[src/rtl/lifo_stack_param.sv]
// Parametrised synchronous LIFO with occupancy count, top-of-stack peek, almost-full
// threshold, replace-top on simultaneous push+pop, and sticky overflow/underflow flags.
module lifo_stack_param #(
    parameter int WIDTH    = 8,
    parameter int DEPTH    = 8,
    parameter int AF_LEVEL = DEPTH - 1
) (
    input  logic                       clk,
    input  logic                       clr_n,
    input  logic                       push,
    input  logic                       pop,
    input  logic [WIDTH-1:0]           din,
    input  logic                       err_clr,
    output logic [WIDTH-1:0]           dout,
    output logic                       dout_valid,
    output logic [WIDTH-1:0]           top,
    output logic [$clog2(DEPTH+1)-1:0] count,
    output logic                       empty,
    output logic                       full,
    output logic                       almost_full,
    output logic                       overflow,
    output logic                       underflow
);

    localparam int CW = $clog2(DEPTH + 1);
    localparam int AW = $clog2(DEPTH);
    localparam logic [CW-1:0] ONE_C   = CW'(1);
    localparam logic [CW-1:0] DEPTH_C = CW'(DEPTH);
    localparam logic [CW-1:0] AF_C    = CW'(AF_LEVEL);

    logic [WIDTH-1:0] mem_q [DEPTH];
    logic [CW-1:0]    count_q, count_d;
    logic [WIDTH-1:0] dout_q, dout_d;
    logic             dout_valid_q, dout_valid_d;
    logic             overflow_q, overflow_d;
    logic             underflow_q, underflow_d;

    logic             mem_we;
    logic [AW-1:0]    mem_waddr;
    logic [AW-1:0]    top_idx;
    logic [AW-1:0]    wr_idx;
    logic [WIDTH-1:0] top_word;
    logic             is_empty;
    logic             is_full;

    // The write pointer is the count itself; the top entry sits one below it.
    assign top_idx  = AW'(count_q - ONE_C);
    assign wr_idx   = AW'(count_q);
    assign top_word = mem_q[top_idx];
    assign is_empty = (count_q == '0);
    assign is_full  = (count_q == DEPTH_C);

    always_comb begin
        count_d      = count_q;
        dout_d       = dout_q;
        dout_valid_d = 1'b0;
        overflow_d   = err_clr ? 1'b0 : overflow_q;
        underflow_d  = err_clr ? 1'b0 : underflow_q;
        mem_we       = 1'b0;
        mem_waddr    = wr_idx;
        case ({push, pop})
            2'b11: begin
                // Replace-top, or straight pass-through when nothing is stored.
                dout_valid_d = 1'b1;
                if (is_empty) begin
                    dout_d = din;
                end else begin
                    dout_d    = top_word;
                    mem_we    = 1'b1;
                    mem_waddr = top_idx;
                end
            end
            2'b10: begin
                if (is_full) begin
                    overflow_d = 1'b1;
                end else begin
                    mem_we  = 1'b1;
                    count_d = count_q + ONE_C;
                end
            end
            2'b01: begin
                if (is_empty) begin
                    underflow_d = 1'b1;
                end else begin
                    dout_d       = top_word;
                    dout_valid_d = 1'b1;
                    count_d      = count_q - ONE_C;
                end
            end
            default: ;
        endcase
    end

    always_ff @(posedge clk) begin
        if (clr_n && mem_we) begin
            mem_q[mem_waddr] <= din;
        end
    end

    always_ff @(posedge clk) begin
        if (!clr_n) begin
            count_q      <= '0;
            dout_q       <= '0;
            dout_valid_q <= 1'b0;
            overflow_q   <= 1'b0;
            underflow_q  <= 1'b0;
        end else begin
            count_q      <= count_d;
            dout_q       <= dout_d;
            dout_valid_q <= dout_valid_d;
            overflow_q   <= overflow_d;
            underflow_q  <= underflow_d;
        end
    end

    assign dout        = dout_q;
    assign dout_valid  = dout_valid_q;
    assign top         = is_empty ? '0 : top_word;
    assign count       = count_q;
    assign empty       = is_empty;
    assign full        = is_full;
    assign almost_full = (count_q >= AF_C);
    assign overflow    = overflow_q;
    assign underflow   = underflow_q;

endmodule
[config.mk]
export PLATFORM = sky130hd
export DESIGN_NAME = lifo_stack_param
export DESIGN_NICKNAME = d
export VERILOG_FILES = /design/src/rtl/lifo_stack_param.sv
export SDC_FILE = /design/constraint.sdc
export NUM_CORES = 1
export LEC_CHECK = 0
export CORE_MARGIN = 2
export CORE_UTILIZATION = 40
export DETAILED_ROUTE_END_ITERATION = 8
export DONT_BUFFER_PORTS = 1
export SYNTH_ARGS = -nofsm -noshare
export SYNTH_HDL_FRONTEND = slang
export SYNTH_SLANG_ARGS = --single-unit
[constraint.sdc]
create_clock -name clk -period 4.7 [get_ports clk]
set_clock_uncertainty 0.05 [all_clocks]
set_input_delay 0.47 -clock clk [delete_from_list [all_inputs] [get_ports clk]]
set_output_delay 0.47 -clock clk [all_outputs]
set_load 0.005 [all_outputs]
# Word level (Yosys, flattened, before mapping)
# Memories as Yosys holds them, arrays and structs flattened.
# Index checks and enable logic that the tools add are counted.
[totals] register_bits=15 mem_bits_rw=64 in_bits=13 out_inout_bits=26 elab_cells=42 mem_count=1
[op_classes] add_sub_neg=2 magnitude_cmp=1 n_eq_ne=6 muxes=21 reduce_logical=6
[memory_table] memory="mem_q" words=8 word_bits=8 rd=1 rd_ports_with_merged_regs=0 write_ports=1 line_no="31" text="logic [WIDTH-1:0] mem_q [DEPTH];"
[op_table] cell="8-bit 2-to-1 mux" n=3
[op_table] cell="8-bit case mux with 2 select lines" n=1
[op_table] cell="1-bit 2-to-1 mux" n=10
[op_table] cell="4-bit 2-to-1 mux" n=2
[op_table] cell="4-bit case mux with 2 select lines" n=1
[op_table] cell="3-bit 2-to-1 mux" n=2
[op_table] cell="4-bit by 1-bit adder with 4-bit output (second input constant)" n=1
[op_table] cell="2-bit equality test (second input constant)" n=2
[op_table] cell="4-bit equality test (second input constant)" n=1
[op_table] cell="4-bit by 3-bit greater-or-equal comparator with 1-bit output (second input constant)" n=1
[op_table] cell="4-bit zero test" n=1
[op_table] cell="2-bit inequality test (second input constant)" n=2
[op_table] cell="1-bit case mux with 2 select lines" n=2
[op_table] cell="2-bit nonzero test" n=2
[op_table] cell="4-bit by 1-bit subtractor with 4-bit output (second input constant)" n=1
[op_table] cell="3-bit AND reduction" n=1
[op_table] cell="2-bit by 1-bit equality test with 1-bit output (second input constant)" n=1
[op_table] cell="2-bit AND reduction" n=1
[op_table] cell="1-bit logical AND" n=1

# Logic depth before layout (Yosys ltp)
[logic_depth] ltp_word=6 depth_mapped=9 ltp_nobuf=7

# Worst setup path after synthesis
# Ideal clock, no wire load.
[synth_timing] kind="register to register" startpoint="register count_q[0], in the netlist count[0]" endpoint="memory mem_q[0][0] (enable)" setup_time_ns=0.383 arrival_time_ns=2.423 slack_ns=1.844 stages_incl_launch_ff=10 period_less_slack_ns=2.856 path_cell_list="dfxtp_1 > inv_1 > buf_8 > ha_1 > or3b_1 > clkbuf_1 > inv_1 > o21ai_0 > o21ai_0 > nor3_1"
[synth_between] elab_chain_len=6 elab_cells_between_ends=11 classes_between="add/sub (1); eq/ne (1); mux (7); reduce/logical (2)"
[synth_rtl] item="start, declared" line_no="32" text="logic [CW-1:0] count_q, count_d;"
[synth_rtl] item="start signal, assigned" line_no="108" text="count_q <= count_d;"
[synth_rtl] item="4-bit equality test / 4-bit zero test (equally long branches)" line_no="51, 50"
[synth_rtl] item="1-bit 2-to-1 mux, on equally long branches" line_no="74, 65"
[synth_rtl] item="1-bit case mux with 2 select lines" line_no="61" text="case ({push, pop})"
[synth_rtl] item="1-bit logical AND" line_no="95" text="if (clr_n && mem_we) begin"
[synth_rtl] item="1-bit 2-to-1 mux" line_no="95"
[synth_rtl] item="1-bit 2-to-1 mux (implied by the code)" line_no="96" text="mem_q[mem_waddr] <= din;"
[synth_rtl] item="end, declared" line_no="31"
# Parallel ways exist; a longest one is shown, timed or not.

# Final worst setup path
[layout_timing] startpoint="register count_q[0], in the netlist count[0]" endpoint="output top[6]"
[layout_between] elab_chain_len=3 elab_cells_between_ends=4 classes_between="add/sub (1); mux (1); reduce/logical (1); memory (1)"
[layout_rtl] item="4-bit by 1-bit subtractor with 4-bit output"
[layout_rtl] item="memory 8 x 8 bit"
[layout_rtl] item="8-bit 2-to-1 mux (*)" line_no="118" text="assign top = is_empty ? '0 : top_word;"
[layout_rtl] item="end, declared" line_no="16" text="output logic [WIDTH-1:0] top,"
# Every way passes the cells marked *; elsewhere a longest branch is shown, timed or not.

==> out/qor.tcl <==
set qor(run_status) {finished clean}
set qor(largest_net_degree_at_the_start_of_global_routing) 22
set qor(cp_max_fo) 16
set qor(drt_first_iter_violations) 128
set qor(leakage_power_uw) 0.001289
set qor(design_area_um2) 3752
set qor(mappedNetlistNets) 228
set qor(cts.repair_timing.setup_buffer_count) 0
set qor(crit_path_start_kind) {register}
set qor(critPathMaxStageDelay_ns) 0.66
set qor(antenna_violations_before_repair) 0
set qor(clock_tree.root_cell) {clkbuf_8}
set qor(synthesized_instance_count) 213
set qor(final.min_clock_period_ns) 3.829
set qor(worst_ir_drop_vdd_v) 0.0002360
set qor(fin_crit_sh) 0.8146
set qor(worstSetupPathType) {reg2out}
set qor(detail_route.wirelength_um) 7023
set qor(layout.nets) 235
set qor(grt_setup_unrepaired) {no}
set qor(hold_path.class) {in2reg}
set qor(area_growth_pct) 10.50
set qor(setup.worst_path.end_class) {primary output}
set qor(report.final.hold_viol_count) 0
set qor(drt-pass1-iter-count) 4
set qor(n_antenna_cell) 0
set qor(timing.critical_path.required_ns) 4.18
set qor(numPortBuffers) 0
set qor(die_width_um) 96.14
set qor(crit_slowest_cell) {mux4_1}
set qor(cts_tree) {built}
set qor(max_cap_viol_count) 0
set qor(die-area_um2) 9242
set qor(holdWs_ns) 0.1620
set qor(min-delay-start) {din[6]}
set qor(drc_errors) 0
set qor(overflow) 0
set qor(crit_path_start) {count[0]$_SDFFE_PN0P_}
set qor(placement_rows) 33
set qor(yosysTopAreaCellShare) 0.5660
set qor(cts_made_buffers) 9
set qor(core_region_area_um2) 8217
set qor(setup_viol) 0
set qor(post_syn_area_um2) 3396
set qor(cts-root-to-sink-buffers) 2
set qor(max_freq_ghz) 0.2612
set qor(routed-via-count) 1899
set qor(place.detailed.instances) 314
set qor(final_setup_tns_ns) 0
set qor(post_drt_via_cell_ratio) 5.755
set qor(clock_latency_ns) 0.35
set qor(final_std_cells_w_o_fill) 330
set qor(drv_slew) 0
set qor(groute.usage.overall) 0.1649
set qor(seq_area_frac_synth) 0.6544
set qor(detail_route.wl_per_cell_um) 21.28
set qor(place_area_um2) 3515
set qor(synth.avg_cell_area_um2) 15.94
set qor(worst_path_arrival_time_ns) 3.31
set qor(synth-warning-count) 0
set qor(power_per_cell_area_nw_per_um2) 455.6
set qor(synth_seq_cells) 79
set qor(start_util) 0.4133
set qor(ios) 39
set qor(wire_length_of_the_first_global_routing_pass_um) 10740
set qor(clk_transition_reported_paths_ns) 0.08
set qor(crit_path_cell_trace) {inv_1 > ha_1 > xor2_4 > mux4_1 > mux2i_1 > nor2_1}
set qor(htree_num_levels) 3
set qor(cts.sinks) 79
set qor(first_global_vias) 1817
set qor(slew_headroom) 0.4776
set qor(synth.top_cells.by_area) {edfxtp_1, dfxtp_1, mux4_1, mux4_2, mux2i_1}
set qor(ant_nets) 0
set qor(critical_path.top_delay_family) {multiplexers}
set qor(height_of_the_die_um) 96.14
set qor(ff_to_ff_start) {count[0]$_SDFFE_PN0P_}
set qor(cp.buffers_inverters) 1
set qor(gpl.final_weighted_congestion) 0.7352
set qor(place_hpwl_um) 4671
set qor(cts_repair_resize_count) 0
set qor(worst_tran_pin_value_ns) 0.7836
set qor(netlist.top_cell.by_area) {edfxtp_1}
set qor(synthDistinctLibCells) 39
set qor(layout_cells_sized_above_1) 0.1467
set qor(post_cts_hold_buffer_count) 0
-- layout by cell type, fill, tap and decap left out, types with 9 or more instances in the layout --
cell type / count
nand2_1: 11
nor2_1: 12
mux4_1: 11
buf_4: 9
mux2i_1: 9
nor3_1: 11
clkbuf_8: 9
dfxtp_1: 15
edfxtp_1: 64
-- cell type report --
class	instances	area, µm²
Clock inverter	6	110.1
Clock buffer	10	127.6
Sequential cell	79	2222
Timing Repair Buffer	9	67.56
Multi-Input combinational cell	116	1075
Fill cell	718	4464
Tap cell	105	131.4
Inverter	5	18.77
-- final timing paths --
path,endpoint,slack (ns),cells past startpoint
setup / recovery,top[6],0.87,6
hold / removal,mem_q[1][6]$_DFFE_PP_,0.16,0
setup reg to reg,mem_q[7][6]$_DFFE_PP_,1.17,9
hold reg to reg,overflow$_SDFF_PN0_,0.45,2
-- routing by layer --
| metal | wire length [µm] | track usage | up-vias |
|---|---|---|---|
| met2 | 3224 | 0.2581 | 74 |
| li1 | - | - | 869 |
| met3 | 716 | 0.05717 | 7 |
| met1 | 3008 | 0.2171 | 949 |
| met4 | 74 | 0.05000 | 0 |
| met5 | 0 | 0 | - |
-- worst register-to-register path: stages, from the launching register on --
cell and delay [ns]:
dfxtp_1 0.39, inv_1 0.47, ha_1 0.47, or3b_1 0.50
inv_1 0.09, buf_4 0.19, o21ai_0 0.14, o21a_1 0.17
nor3_1 0.53, buf_4 0.26
-- sequential cells by signal (all words and copies together), names as in the netlist --
register	flops
underflow	1
count	4
dout	8
overflow	1
mem_q	64
dout_valid	1
-- where the power goes --
group	internal, µW	switching, µW
Combinational	136	175
Clock	352	237
Sequential	786	23.9
Total	1270	436
-- cells by family (layout without fill, tap and decap cells) --
group                      after synthesis  count (layout)  synth area share
buffers and inverters                   18              30           0.02911
adders and majority gates                2               2          0.007368
xor gates and xnor gates                 4               4           0.01585
AOI/OAI and AO/OA                       26              26           0.05674
DFF                                     79              79            0.6544
and+or+nand+nor                         57              57           0.08512
muxes                                   27              27            0.1514
-- Yosys cell counts, drive strengths merged --
library cell and instances:
a22oi 1, o32ai 1, nor3 11, a21oi 4, nand3b 1, inv 5, clkbuf 8, nand2 11
nand3 3, or3 1, nor2 12, o21a 2, o21ai 3, a211oi 2, and2 1, and3b 1
ha 2, a21o 1, mux2i 9, a32oi 1, nand4 8, and3 3, xor2 3, edfxtp 64
mux4 16, buf 5, nor2b 3, o211ai 2, a32o 1, nand2b 1, or3b 1, mux2 2
o221ai 8, dfxtp 15, xnor2 1
-- per-stage QoR --
step                      setup slack, ns    util  power [µW]
after floorplan                     1.844       -        1082
after global placement              1.274  0.4277        1138
after detailed placement            1.204  0.4277        1141
after CTS                          0.8183  0.4567        1724
after global routing               0.6218  0.4567        1784
final                              0.8714  0.4567        1709
Power figures use the tool's default switching activity.
